**config.mk**
```make
export PLATFORM = sky130hd
export DESIGN_NAME = multicycle_control_flat
export DESIGN_NICKNAME = d
export VERILOG_FILES = /design/src/rtl/multicycle_control_if.sv /design/src/rtl/multicycle_control.sv /design/src/flat_wrapper.sv
export SDC_FILE = /design/constraint.sdc
export NUM_CORES = 1
export LEC_CHECK = 0
export CAP_MARGIN = 20
export CORE_UTILIZATION = 53
export DETAILED_ROUTE_END_ITERATION = 12
export PLACE_DENSITY = 0.89
export RECOVER_POWER = 100
export SYNTH_ARGS = -nofsm -noshare
export SYNTH_HDL_FRONTEND = slang
export SYNTH_SLANG_ARGS = --single-unit
```
**constraint.sdc**
```tcl
create_clock -name clk -period 4.8 [get_ports clk]
set_clock_uncertainty 0.1 [all_clocks]
set_input_delay 0.96 -clock clk [delete_from_list [all_inputs] [get_ports clk]]
set_output_delay 0.96 -clock clk [all_outputs]
set_load 0.1 [all_outputs]
```
**src/rtl/multicycle_control_if.sv**
```systemverilog
// Instruction-memory fetch handshake between the control unit (master) and imem (slave).
interface multicycle_control_if #(
    parameter int D_WIDTH = 32
);
    logic               req;
    logic [D_WIDTH-1:0] addr;
    logic               ack;
    logic [D_WIDTH-1:0] rdata;

    modport master (output req, output addr, input ack, input rdata);
    modport slave  (input req, input addr, output ack, output rdata);
endinterface

```
**src/rtl/multicycle_control.sv**
```systemverilog
// Multicycle RV32I-subset control unit: fetches over req/ack, decodes, and drives
// the register-file/ALU datapath for one execute cycle per instruction.
//
// state  | meaning
// FETCH  | request imem at pc, load IR on ack
// DECODE | classify IR, legal -> EXEC, otherwise -> TRAP
// EXEC   | drive datapath, resolve branch on eq, update pc/instret
// TRAP   | absorbing after an illegal instruction, exits only by reset
module multicycle_control #(
    parameter int                 D_WIDTH  = 32,
    parameter int                 A_WIDTH  = 5,
    parameter logic [D_WIDTH-1:0] PC_RESET = '0
) (
    input  logic                 clk,
    input  logic                 rst_n,
    multicycle_control_if.master imem,
    input  logic                 eq,
    output logic                 regWrite,
    output logic [2:0]           ALUctrl,
    output logic [A_WIDTH-1:0]   rs1,
    output logic [A_WIDTH-1:0]   rs2,
    output logic [A_WIDTH-1:0]   rd,
    output logic                 ALUsrc,
    output logic [D_WIDTH-1:0]   ImmOp,
    output logic [D_WIDTH-1:0]   pc,
    output logic [31:0]          instret,
    output logic                 illegal
);
    typedef enum logic [1:0] {FETCH, DECODE, EXEC, TRAP} state_t;

    localparam logic [6:0] OPC_OP     = 7'b0110011;
    localparam logic [6:0] OPC_OP_IMM = 7'b0010011;
    localparam logic [6:0] OPC_BRANCH = 7'b1100011;

    state_t             state;
    logic [D_WIDTH-1:0] ir;
    logic [6:0]         opcode;
    logic [2:0]         funct3;
    logic [6:0]         funct7;
    logic [D_WIDTH-1:0] bimm;
    logic               legal;
    logic               wr_en;
    logic               is_branch;
    logic               taken;
    logic [2:0]         alu_op;
    logic               alu_src;

    assign opcode = ir[6:0];
    assign funct3 = ir[14:12];
    assign funct7 = ir[31:25];
    assign rs1    = ir[15 +: A_WIDTH];
    assign rs2    = ir[20 +: A_WIDTH];
    assign rd     = ir[7 +: A_WIDTH];
    assign ImmOp  = {{(D_WIDTH-12){ir[31]}}, ir[31:20]};
    assign bimm   = {{(D_WIDTH-13){ir[31]}}, ir[31], ir[7], ir[30:25], ir[11:8], 1'b0};

    always_comb begin
        legal     = 1'b0;
        wr_en     = 1'b0;
        is_branch = 1'b0;
        alu_op    = 3'b000;
        alu_src   = 1'b0;
        case (opcode)
            OPC_OP: begin
                wr_en = 1'b1;
                case ({funct7, funct3})
                    {7'b0000000, 3'b000}: begin alu_op = 3'b000; legal = 1'b1; end
                    {7'b0100000, 3'b000}: begin alu_op = 3'b001; legal = 1'b1; end
                    {7'b0000000, 3'b111}: begin alu_op = 3'b010; legal = 1'b1; end
                    {7'b0000000, 3'b110}: begin alu_op = 3'b011; legal = 1'b1; end
                    {7'b0000000, 3'b010}: begin alu_op = 3'b101; legal = 1'b1; end
                    default:              legal = 1'b0;
                endcase
            end
            OPC_OP_IMM: begin
                wr_en   = 1'b1;
                alu_src = 1'b1;
                case (funct3)
                    3'b000:  begin alu_op = 3'b000; legal = 1'b1; end
                    3'b111:  begin alu_op = 3'b010; legal = 1'b1; end
                    3'b110:  begin alu_op = 3'b011; legal = 1'b1; end
                    3'b010:  begin alu_op = 3'b101; legal = 1'b1; end
                    default: legal = 1'b0;
                endcase
            end
            OPC_BRANCH: begin
                is_branch = 1'b1;
                alu_op    = 3'b001;
                legal     = (funct3 == 3'b000) || (funct3 == 3'b001);
            end
            default: legal = 1'b0;
        endcase
    end

    // funct3[0] distinguishes bne from beq; only those two reach EXEC
    assign taken     = is_branch && (funct3[0] ? !eq : eq);
    assign ALUctrl   = alu_op;
    assign ALUsrc    = alu_src;
    assign regWrite  = (state == EXEC) && wr_en && (rd != '0);
    assign imem.req  = rst_n && (state == FETCH);
    assign imem.addr = pc;

    always_ff @(posedge clk) begin
        if (!rst_n) begin
            state   <= FETCH;
            pc      <= PC_RESET;
            ir      <= D_WIDTH'(32'h0000_0013);
            instret <= '0;
            illegal <= 1'b0;
        end else begin
            case (state)
                FETCH: begin
                    if (imem.ack) begin
                        ir    <= imem.rdata;
                        state <= DECODE;
                    end
                end
                DECODE: begin
                    if (legal) begin
                        state <= EXEC;
                    end else begin
                        state   <= TRAP;
                        illegal <= 1'b1;
                    end
                end
                EXEC: begin
                    pc      <= taken ? pc + bimm : pc + D_WIDTH'(4);
                    instret <= instret + 32'd1;
                    state   <= FETCH;
                end
                default: state <= TRAP;
            endcase
        end
    end
endmodule

```
**src/flat_wrapper.sv**
```systemverilog
// flat-port wrapper written by rule: the top's interface ports become plain ports
module multicycle_control_flat 
#(
    parameter int                 D_WIDTH  = 32,
    parameter int                 A_WIDTH  = 5,
    parameter logic [D_WIDTH-1:0] PC_RESET = '0
)
  (clk, rst_n, eq, regWrite, ALUctrl, rs1, rs2, rd, ALUsrc, ImmOp, pc, instret, illegal, imem_req, imem_addr, imem_ack, imem_rdata);
  multicycle_control_if #(.D_WIDTH(D_WIDTH)) imem_i ();
  input  logic clk;
  input  logic rst_n;
  input  logic eq;
  output logic regWrite;
  output logic [2:0] ALUctrl;
  output logic [A_WIDTH-1:0] rs1;
  output logic [A_WIDTH-1:0] rs2;
  output logic [A_WIDTH-1:0] rd;
  output logic ALUsrc;
  output logic [D_WIDTH-1:0] ImmOp;
  output logic [D_WIDTH-1:0] pc;
  output logic [31:0] instret;
  output logic illegal;
  output wire logic [$bits(imem_i.req)-1:0] imem_req;
  output wire logic [$bits(imem_i.addr)-1:0] imem_addr;
  input wire logic [$bits(imem_i.ack)-1:0] imem_ack;
  input wire logic [$bits(imem_i.rdata)-1:0] imem_rdata;
  assign imem_req = imem_i.req;
  assign imem_addr = imem_i.addr;
  assign imem_i.ack = imem_ack;
  assign imem_i.rdata = imem_rdata;
  multicycle_control #(.D_WIDTH(D_WIDTH), .A_WIDTH(A_WIDTH), .PC_RESET(PC_RESET)) u_core (.clk(clk), .rst_n(rst_n), .imem(imem_i), .eq(eq), .regWrite(regWrite), .ALUctrl(ALUctrl), .rs1(rs1), .rs2(rs2), .rd(rd), .ALUsrc(ALUsrc), .ImmOp(ImmOp), .pc(pc), .instret(instret), .illegal(illegal));
endmodule
```
==> qor.yml <==
status:
  violations: "capacitance limit, slew limit"
  status: "complete, but fails checks"
grt:
  grt_first_pass_wirelength_um: 29300
  track_usage_pct: 27.6
  grt_pass1_vias: 6018
  antenna_found_initial: 0
  grt_overflow: 0
  grt_max_degree: 74
synthesis:
  avgSynthCellArea_um2: 7.68
  ys_top_cells_by_area: "dfxtp_1 (29%), buf_4 (8.9%), nand2_1 (6.5%)"
  syn-cell-area_mm2: 0.00678
  ys_ff_latch: 98
  synth_common_cells: "nand2_1 (117), dfxtp_1 (98), a21oi_1 (82), buf_4 (80), nor2_1 (45)"
  postSynthCellCount: 883
  synth_top_area_cell: "dfxtp_1"
  synth_ff_type: "dfxtp_1"
  ys_seq_area_share_pct: 28.9
  yosysTopAreaCellShare_pct: 28.9
  synth_edf_count: 0
  yosysMostFrequentCell: "nand2_1"
  synth-async-reset-ratio_pct: 0
  synth_cell_type_count: 67
  yosysWarnings: 0
route:
  via_count: 6652
  wl_per_cell_um: 16.1
  via_per_inst: 5.84
  wirelength_um: 18400
  drc: 0
  drt_pass1_iterations: 5
  detail-route-antenna-nets: 0
  drt_iter0_markers: 407
place:
  pre_cts_ws_ns: 1.47
  place_congestion: 0.947
  hpwl_um: 12800
  placed_area_mm2: 0.00808
  dpl.cell_count: 1123
  io_buffer_count: 183
sta:
  rsz0062_at_grt: "no"
  period_needed_ns: 3.92
  setup_slack_ns: 0.881
  tightest_slew_ns: 2.71
  maxSlewViolCount: 74
  tns_ns: 0
  relSlewSlack_pct: -80.5
  setup_viol: 0
  period_share_pct: 81.6
  final_hold_viol_count: 0
  fmax_mhz: 255
critical_path:
  crit_start: "u_core.ir[31]$_SDFFE_PN0P_"
  cp-start-kind: "register"
  arrival_ns: 2.86
  reg2reg_from: "u_core.ir[31]$_SDFFE_PN0P_"
  critPathCaptureType: "primary output"
  r2r_cells: 10
  crit_end: "ALUctrl[1]"
  crit_fanout: 15
  r2r_slack_ns: 1.27
  r2r-end: "u_core.imem.addr[29]$_SDFFE_PN0P_"
  required_ns: 3.74
  crit_type: "register to primary output"
layout:
  fill_cells: 1037
  nets: 1036
  drive_gt1_share_pct: 3.70
  final_cells: 1140
  design_area_mm2: 0.00829
  syn2layout_area_growth_pct: 22.3
  diodes: 0
clock_network:
  post_cts_buffers: 0
  numCtsBuffers: 9
  cts.sinks: 98
  worstSkewPairLatency_ns: 0.35
  root_buffer: "clkbuf_16"
  cts_tree: "done"
  clk_path_buf_depth: 2
  htree_levels: 3
  cts_hold_buf: 0
  cts_resized: 0
  clkTransAtPathRegs_ns: 0.07
power:
  combPwrFrac_pct: 24.7
  p_leak_nw: 3.66
  peakVddDrop_mv: 0.235
  power_frac_seq_pct: 39.7
  p_clk_share_pct: 35.6
  swShare_pct: 36.5
  p_per_area_mw_per_mm2: 264
  finalPower_mw: 2.19
  internal_power_mw: 1.39
  power.switching_mw: 0.799
die:
  die_w_um: 115
  start_util_pct: 55.3
  die_area_mm2: 0.0133
  ios: 186
  core_area_mm2: 0.0123
  fp-row-count: 40
  die_y_um: 115
flow_run:
  cap_viol_max_count: 1
worst_hold_path:
  hp-class: "register to register"
==> cell type report <==
type	count	area [um^2]	area share [%]
inverters	14	52.6	0.634
clock buffers	10	239	2.88
flip-flops and latches	98	1960	23.7
clock inverters	6	83.8	1.01
well taps	168	210	2.53
repair buffers	191	1730	20.9
multi-input cells	653	4020	48.4
==> logic make-up (layout without fill, tap and decap cells) <==
family / after synthesis / after routing / synth area share (%)
AND/OR/NAND/NOR: 328 / 328 / 24.5
AO/OA/AOI/OAI: 234 / 234 / 21.2
buffers and inverters: 133 / 221 / 11.8
flip-flops: 98 / 98 / 28.9
XOR/XNOR: 51 / 51 / 6.58
adder cells (fa/ha/maj): 33 / 33 / 6.20
multiplexers: 5 / 5 / 0.756
other: 1 / 2 / 0.0553
==> flip-flops by register name (all words and copies together) (netlist names) <==
register	cells
u_core.imem.addr	31
u_core.state	2
u_core.illegal	1
u_core.instret	32
u_core.ir	32
==> worst max-delay path: stages, from the launching register on <==
cell,delay [ns]
dfxtp_1,0.54
nor4_1,0.38
nand4_1,0.22
o22ai_1,0.28
and3_1,0.19
clkbuf_1,0.89
==> layout by cell type (no fill, tap or decap), types with 27 or more instances in the layout <==
master             n
dlygate4sd3_1    123
nand2_1          117
dfxtp_1           98
a21oi_1           82
nor2_1            45
o21ai_0           42
clkdlybuf4s50_1   33
ha_1              32
nand3_1           30
xnor2_1           29
clkbuf_1          27
==> how the worst min path moves through the flow <==
stage	end	slack [ns]	depth (start not counted)	from
3_5_place_dp	u_core.ir[15]$_SDFFE_PN0P_	0.35	2	u_core.ir[15]$_SDFFE_PN0P_
5_1_grt	u_core.ir[15]$_SDFFE_PN0P_	0.37	2	u_core.ir[15]$_SDFFE_PN0P_
3_3_place_gp	u_core.ir[17]$_SDFFE_PN0P_	0.34	2	u_core.ir[17]$_SDFFE_PN0P_
2_1_floorplan	u_core.ir[0]$_SDFFE_PN1P_	0.33	2	u_core.ir[0]$_SDFFE_PN1P_
6_report	u_core.ir[15]$_SDFFE_PN0P_	0.36	2	u_core.ir[15]$_SDFFE_PN0P_
4_1_cts	u_core.ir[15]$_SDFFE_PN0P_	0.36	2	u_core.ir[15]$_SDFFE_PN0P_
==> routing by layer <==
metal | global-route usage, % | vias to the layer above | wire, um
met4 | 11.4 | 0 | 440
met5 | 0 | - | 0
li1 | - | 3210 | -
met3 | 3.95 | 37 | 1280
met2 | 46.3 | 286 | 8790
met1 | 35.6 | 3119 | 7890
==> through the flow <==
stage | hold slack [ns] | util, %
3_3_place_gp | 0.341 | 65.9
3_5_place_dp | 0.352 | 65.9
2_1_floorplan | 0.332 | -
6_report | 0.358 | 67.6
4_1_cts | 0.362 | 68.5
5_1_grt | 0.372 | 67.6
==> power by group through the flow <==
| stage | combinational (mW) | clock (mW) | sequential, mW |
|---|---|---|---|
| after global placement | 0.551 | 0 | 0.886 |
| after detailed placement | 0.557 | 0 | 0.887 |
| final | 0.542 | 0.780 | 0.869 |
| after floorplan | 0.443 | 0 | 0.902 |
| after CTS | 0.561 | 0.785 | 0.869 |
| after global routing | 0.568 | 0.819 | 0.872 |
Note: power is estimated with default switching activity, not from simulation.
